<file path="config.mk">
export PLATFORM = sky130hd
export DESIGN_NAME = l3_port_arbiter
export DESIGN_NICKNAME = d
export VERILOG_FILES = /design/src/rtl/l3_arb_pkg.sv /design/src/rtl/rr_arbiter.sv /design/src/rtl/l3_port_arbiter.sv
export SDC_FILE = /design/constraint.sdc
export NUM_CORES = 1
export LEC_CHECK = 0
export ABC_AREA = 1
export CELL_PAD_IN_SITES_DETAIL_PLACEMENT = 1
export CELL_PAD_IN_SITES_GLOBAL_PLACEMENT = 1
export CORE_MARGIN = 8
export CORE_UTILIZATION = 22
export DETAILED_ROUTE_END_ITERATION = 8
export GPL_TIMING_DRIVEN = 0
export HOLD_SLACK_MARGIN = 0.08
export PLACE_DENSITY_LB_ADDON = 0.1
export SYNTH_ARGS = -nofsm -noshare
export SYNTH_HDL_FRONTEND = slang
export SYNTH_HIERARCHICAL = 1
export SYNTH_SLANG_ARGS = --single-unit
</file>
<file path="constraint.sdc">
create_clock -name clk -period 3.5 [get_ports clk]
set_input_delay 0.525 -clock clk [delete_from_list [all_inputs] [get_ports clk]]
set_output_delay 0.525 -clock clk [all_outputs]
set_load 0.005 [all_outputs]
</file>
<file path="src/rtl/l3_arb_pkg.sv">
// Shared types for the L3 port arbiter: FSM state encoding and latched operation kind.
package l3_arb_pkg;

    typedef enum logic [2:0] {
        IDLE    = 3'd0,
        RD_ADDR = 3'd1,
        RD_DATA = 3'd2,
        WR_ADDR = 3'd3,
        WR_RESP = 3'd4
    } arb_state_t;

    typedef enum logic {
        OP_RD = 1'b0,
        OP_WR = 1'b1
    } arb_op_t;

endpackage

</file>
<file path="src/rtl/rr_arbiter.sv">
// Combinational round-robin picker: returns the first set request at or after ptr, wrapping.
module rr_arbiter #(
    parameter int N = 2,
    parameter int W = (N > 1) ? $clog2(N) : 1
) (
    input  logic [N-1:0] req,
    input  logic [W-1:0] ptr,
    output logic         gnt_valid,
    output logic [W-1:0] gnt_idx
);

    localparam int WP = W + 1;

    logic [2*N-1:0] dbl;
    logic [N-1:0]   rot;
    logic [WP-1:0]  sum;

    // Rotate the request vector so ptr lands at bit 0, then take the lowest set bit.
    always_comb begin
        dbl       = {req, req};
        rot       = N'(dbl >> ptr);
        gnt_valid = 1'b0;
        gnt_idx   = '0;
        sum       = '0;
        for (int k = 0; k < N; k++) begin
            if (!gnt_valid && rot[k]) begin
                gnt_valid = 1'b1;
                sum       = {1'b0, ptr} + WP'(k);
                if (sum >= WP'(N)) begin
                    sum = sum - WP'(N);
                end
                gnt_idx = sum[W-1:0];
            end
        end
    end

endmodule

</file>
<file path="src/rtl/l3_port_arbiter.sv">
// Shares the single AXI-lite single-beat L3 slave port between NUM_REQ L2 requesters.
// Round-robin grant, one transaction in flight, request captured at grant and replayed to L3,
// response steered back to the granted requester only.
module l3_port_arbiter
    import l3_arb_pkg::*;
#(
    parameter int NUM_REQ    = 2,
    parameter int ADDR_WIDTH = 32,
    parameter int DATA_WIDTH = 32,
    parameter int IDX_W      = (NUM_REQ > 1) ? $clog2(NUM_REQ) : 1
) (
    input  logic                          clk,
    input  logic                          rst,
    // requester side
    input  logic [NUM_REQ*ADDR_WIDTH-1:0] s_araddr,
    input  logic [NUM_REQ-1:0]            s_arvalid,
    output logic [NUM_REQ-1:0]            s_arready,
    output logic [DATA_WIDTH-1:0]         s_rdata,
    output logic [NUM_REQ-1:0]            s_rvalid,
    input  logic [NUM_REQ-1:0]            s_rready,
    input  logic [NUM_REQ*ADDR_WIDTH-1:0] s_awaddr,
    input  logic [NUM_REQ-1:0]            s_awvalid,
    output logic [NUM_REQ-1:0]            s_awready,
    input  logic [NUM_REQ*DATA_WIDTH-1:0] s_wdata,
    input  logic [NUM_REQ-1:0]            s_wvalid,
    output logic [NUM_REQ-1:0]            s_wready,
    output logic [NUM_REQ-1:0]            s_bvalid,
    input  logic [NUM_REQ-1:0]            s_bready,
    // L3 side
    output logic [ADDR_WIDTH-1:0]         m_araddr,
    output logic                          m_arvalid,
    input  logic                          m_arready,
    input  logic [DATA_WIDTH-1:0]         m_rdata,
    input  logic                          m_rvalid,
    output logic                          m_rready,
    output logic [ADDR_WIDTH-1:0]         m_awaddr,
    output logic                          m_awvalid,
    input  logic                          m_awready,
    output logic [DATA_WIDTH-1:0]         m_wdata,
    output logic                          m_wvalid,
    input  logic                          m_wready,
    input  logic                          m_bvalid,
    output logic                          m_bready,
    // status
    output logic                          busy,
    output logic [IDX_W-1:0]              grant_id
);

    arb_state_t              state_q, state_d;
    arb_op_t                 op_q, op_d;
    logic [IDX_W-1:0]        g_q, g_d;
    logic [IDX_W-1:0]        rr_ptr_q, rr_ptr_d;
    logic                    aw_done_q, aw_done_d;
    logic                    w_done_q, w_done_d;
    logic [ADDR_WIDTH-1:0]   addr_q, addr_d;
    logic [DATA_WIDTH-1:0]   wdata_q, wdata_d;

    logic [NUM_REQ-1:0]      req;
    logic                    arb_vld;
    logic [IDX_W-1:0]        arb_idx;
    logic [IDX_W-1:0]        next_ptr;
    logic                    resp_hs;
    int                      gi;

    // A write only counts as a request once both its address and data are offered.
    assign req = s_arvalid | (s_awvalid & s_wvalid);

    rr_arbiter #(.N(NUM_REQ), .W(IDX_W)) u_rr (
        .req       (req),
        .ptr       (rr_ptr_q),
        .gnt_valid (arb_vld),
        .gnt_idx   (arb_idx)
    );

    assign next_ptr = (g_q == IDX_W'(NUM_REQ - 1)) ? '0 : g_q + 1'b1;
    assign m_araddr = addr_q;
    assign m_awaddr = addr_q;
    assign m_wdata  = wdata_q;
    assign busy     = (state_q != IDLE);
    assign grant_id = g_q;

    // Response handshake for whichever operation is in flight, seen from the granted requester.
    assign resp_hs = (op_q == OP_RD) ? (m_rvalid & s_rready[g_q]) : (m_bvalid & s_bready[g_q]);

    // Next-state, capture and handshake steering; grant is suppressed while reset is held.
    always_comb begin
        state_d   = state_q;
        op_d      = op_q;
        g_d       = g_q;
        rr_ptr_d  = rr_ptr_q;
        aw_done_d = aw_done_q;
        w_done_d  = w_done_q;
        addr_d    = addr_q;
        wdata_d   = wdata_q;
        s_arready = '0;
        s_awready = '0;
        s_wready  = '0;
        s_rvalid  = '0;
        s_bvalid  = '0;
        s_rdata   = '0;
        m_arvalid = 1'b0;
        m_rready  = 1'b0;
        m_awvalid = 1'b0;
        m_wvalid  = 1'b0;
        m_bready  = 1'b0;
        gi        = int'(arb_idx);

        case (state_q)
            IDLE: begin
                if (arb_vld && !rst) begin
                    g_d = arb_idx;
                    if (s_arvalid[arb_idx]) begin
                        s_arready[arb_idx] = 1'b1;
                        op_d    = OP_RD;
                        addr_d  = s_araddr[gi*ADDR_WIDTH +: ADDR_WIDTH];
                        state_d = RD_ADDR;
                    end else begin
                        s_awready[arb_idx] = 1'b1;
                        s_wready[arb_idx]  = 1'b1;
                        op_d      = OP_WR;
                        addr_d    = s_awaddr[gi*ADDR_WIDTH +: ADDR_WIDTH];
                        wdata_d   = s_wdata[gi*DATA_WIDTH +: DATA_WIDTH];
                        aw_done_d = 1'b0;
                        w_done_d  = 1'b0;
                        state_d   = WR_ADDR;
                    end
                end
            end
            RD_ADDR: begin
                m_arvalid = 1'b1;
                if (m_arready) begin
                    state_d = RD_DATA;
                end
            end
            RD_DATA: begin
                s_rvalid[g_q] = m_rvalid;
                s_rdata       = m_rdata;
                m_rready      = s_rready[g_q];
                if (resp_hs) begin
                    state_d  = IDLE;
                    rr_ptr_d = next_ptr;
                end
            end
            WR_ADDR: begin
                // AW and W complete independently; each valid drops once its own handshake is seen.
                m_awvalid = !aw_done_q;
                m_wvalid  = !w_done_q;
                if (m_awready) begin
                    aw_done_d = 1'b1;
                end
                if (m_wready) begin
                    w_done_d = 1'b1;
                end
                if (aw_done_d && w_done_d) begin
                    state_d = WR_RESP;
                end
            end
            WR_RESP: begin
                s_bvalid[g_q] = m_bvalid;
                m_bready      = s_bready[g_q];
                if (resp_hs) begin
                    state_d  = IDLE;
                    rr_ptr_d = next_ptr;
                end
            end
            default: begin
                state_d = IDLE;
            end
        endcase
    end

    // Control state with asynchronous reset; a reset mid-transaction simply abandons it.
    always_ff @(posedge clk or posedge rst) begin
        if (rst) begin
            state_q   <= IDLE;
            op_q      <= OP_RD;
            g_q       <= '0;
            rr_ptr_q  <= '0;
            aw_done_q <= 1'b0;
            w_done_q  <= 1'b0;
        end else begin
            state_q   <= state_d;
            op_q      <= op_d;
            g_q       <= g_d;
            rr_ptr_q  <= rr_ptr_d;
            aw_done_q <= aw_done_d;
            w_done_q  <= w_done_d;
        end
    end

    // Captured address/data payload; only meaningful while a transaction is in flight.
    always_ff @(posedge clk) begin
        addr_q  <= addr_d;
        wdata_q <= wdata_d;
    end

endmodule

</file>
==> results.toml <==
[outcome]
status = "complete, no violations"

[drt]
vias_per_cell = 4.30
wl_met2_mm = 12.5
dr_wl_met3_mm = 2.46
detail-route-antenna-nets = 0
drt-pass1-iter-count = 4
drt_iter0_drc = 194
routed.top_layer = "met4"
drc = 0
drt-total-wl_mm = 24.5
wl_per_cell_um = 19.9
vias = 5292
wl_met1_mm = 9.15

[yosys]
synth_edf_count = 64
netlist_area_sq_mm = 0.00442
synthTopCellsByCount = "nand2_1, nand3_1, nor2_1"
synth_top_area_share_pct = 43.5
ys_warn_count = 6
yosys.area.top_type = "edfxtp_1"
ys_seq_area_share_pct = 48.0
synth-seq-cells = 72
async_flop_share_pct = 11.1
synth_ff_type = "edfxtp_1"
syn_nets = 796
synthCells = 555
synth_cell_types = 23
synthMostInstantiatedCell = "nand2_1"
ys_top_cells_by_area = "edfxtp_1, nand2_1, nand3_1"
syn_area_per_cell_sq_um = 7.96

[sta]
tightest_slew_ps = 657
slew_violations = 0
hold_viol = 0
setup_violations = 0
grt_setup_unrepaired = "no"
max_slew_margin_pct = 56.1
fmax_mhz = 312
period_needed_ps = 3200
clock_skew_ps = 7.82
min_period_over_period_pct = 91.5

[die]
die_y_um = 158
ioPinCount = 386
start_util_pct = 22.1
rows = 52
coreArea_sq_mm = 0.0200
die_x_um = 158
dieArea_sq_mm = 0.0249

[clock_network]
hold_buffers = 0
cts_tree = "built"
cts-buffers-inserted = 9
clk_latency_ps = 340
h-tree-depth = 3
numClockSinks = 72
cts-root-buf = "clkbuf_16"
clock_path_buffers = 2
clk_pin_slew_ps = 60

[critical_path]
setup.worst_path.end_class = "primary output"
crit_chain = "buf_2, inv_1, buf_2, nand2_1, inv_1, a21oi_2, buf_4, buf_2, nor3_2, buf_4, clkdlybuf4s50_1"
start_kind = "input pin"
cp_slowest_stage_delay_ps = 500
crit_top_cell = "buf_2"
arrival_ps = 2680
critPathSlowestCell = "clkdlybuf4s50_1"
crit_cells = 11
reg2reg_slack_ps = 1730
rr_worst_depth = 7
crit_fanout = 10
criticalPathCategory = "in -> out"
r2r-end = "m_araddr[31]"
crit_family = "buffers and inverters"
cp_num_buf_inv = 8
r2r_start = "rr_ptr_q"
cp.required_ps = 2970

[place]
port_buffers = 384
gp_congestion = 0.775
dp_hpwl_mm = 20.1
placed_area_sq_mm = 0.00863

[cells_and_area]
fillers = 2398
nNetsFinal = 1192
regArea_sq_mm = 0.00212
postLayoutCoreUtil_pct = 45.0
multi_input_area_sq_mm = 0.00172
design_area_sq_mm = 0.00899
drive_gt1_share_pct = 9.94
areaGrowthSynthToFinish_pct = 103

[global_routing]
grt_overflow = 0
grtUsageTotal_pct = 19.2
grt_start_max_net_pins = 32
grt_pass1_vias = 5648
grt_pass1_wl_mm = 35.5
antenna_found_initial = 2

[flow_run]
max_cap_viol_count = 0

[power_and_ir_drop]
max-vdd-ir-drop_mv = 0.232
p_per_area_mw_per_mm2 = 499
leakage_nw = 3.62

[min_path]
min_path_type = "in -> async"
## area by class of cell
cell class	instances	share of cell area (%)
repair buffers	386	43.0
plain buffers	66	4.58
well taps	270	3.76
clock buffers	9	2.50
inverters	52	2.23
diodes	4	0.111
multi-input cells	364	19.1
flip-flops and latches	72	23.6
clock inverters	7	1.10
## registers in the layout (all words and copies together) (netlist names)
| register | cells |
|---|---|
| m_araddr | 32 |
| m_wdata | 32 |
| state_q | 3 |
| aw_done_q | 1 |
| grant_id | 1 |
| op_q | 1 |
| rr_ptr_q | 1 |
| w_done_q | 1 |
## power breakdown
part | leakage [nW] | switching, mW | internal [mW]
clock | 0.159 | 0.402 | 0.633
combinational | 2.77 | 0.987 | 1.15
sequential | 0.695 | 0.110 | 1.20
total | 3.62 | 1.50 | 2.99
## worst max-delay path by stage
stage	start	endpoint	slack, ps
floorplan	s_arvalid[1]	m_wdata[0]	500
global placement	s_arvalid[0]	m_wdata[21]	-990
detailed placement	s_arvalid[0]	s_wready[0]	-700
CTS	s_arvalid[1]	s_wready[0]	160
global route	s_arvalid[1]	s_wready[0]	90
finish	s_arvalid[1]	s_wready[0]	300
## layout by cell type (no fill, tap or decap)
master,synthesis,layout
clkdlybuf4s50_1,0,383
nand2_1,134,133
nand3_1,69,69
nor2_1,68,68
edfxtp_1,64,64
inv_1,48,48
buf_4,36,38
o21ai_0,35,35
o211ai_1,32,32
buf_2,22,20
clkbuf_1,10,9
clkbuf_16,0,9
dfrtp_1,8,8
nand2_2,4,5
nor3_1,7,5
diode_2,0,4
nor2_2,5,4
inv_6,0,4
inv_2,3,2
inv_4,1,2
nor2_4,0,2
nor3_2,0,2
a21oi_1,3,2
bufinv_16,0,2
o21ai_2,1,1
o21ai_1,1,1
nor2_8,1,1
o21bai_1,1,1
nand3_2,1,1
clkinv_1,0,1
dlygate4sd2_1,0,1
buf_12,0,1
a21oi_2,0,1
or2_1,1,1
## through the flow
step	worst slack, ps	TNS (ps)	total power, mW	hold WS [ps]	instances
after floorplan	505	0	2.19	349	555
after global placement	-993	-35960	3.44	475	1209
after global routing	90.5	0	4.77	497	1228
final	299	0	4.49	458	1230
after detailed placement	-705	-3560	3.49	491	1210
after CTS	163	0	4.57	461	1226
## per-layer routing
metal  up-vias  global-route usage, %
li1       2607                      -
met1      2443                   21.2
met2       222                   33.8
met3        20                   6.58
met4         0                   6.17
met5         -                      0
## logic make-up (layout without fill, tap and decap cells)
family | after synthesis | count (layout) | synth area share (%)
AO/OA/AOI/OAI | 73 | 73 | 10.2
flip-flops | 72 | 72 | 48.0
other | 0 | 4 | 0
AND/OR/NAND/NOR | 290 | 291 | 27.9
buffers and inverters | 120 | 520 | 13.9
## what timing repair did
action	4_1_cts	5_1_grt
buffers inserted	1	0
resized for setup	6	1
endpoints found under the setup margin	6	1
pin swaps	1	0
cloned	1	0
Note: power is estimated with default switching activity, not from simulation.
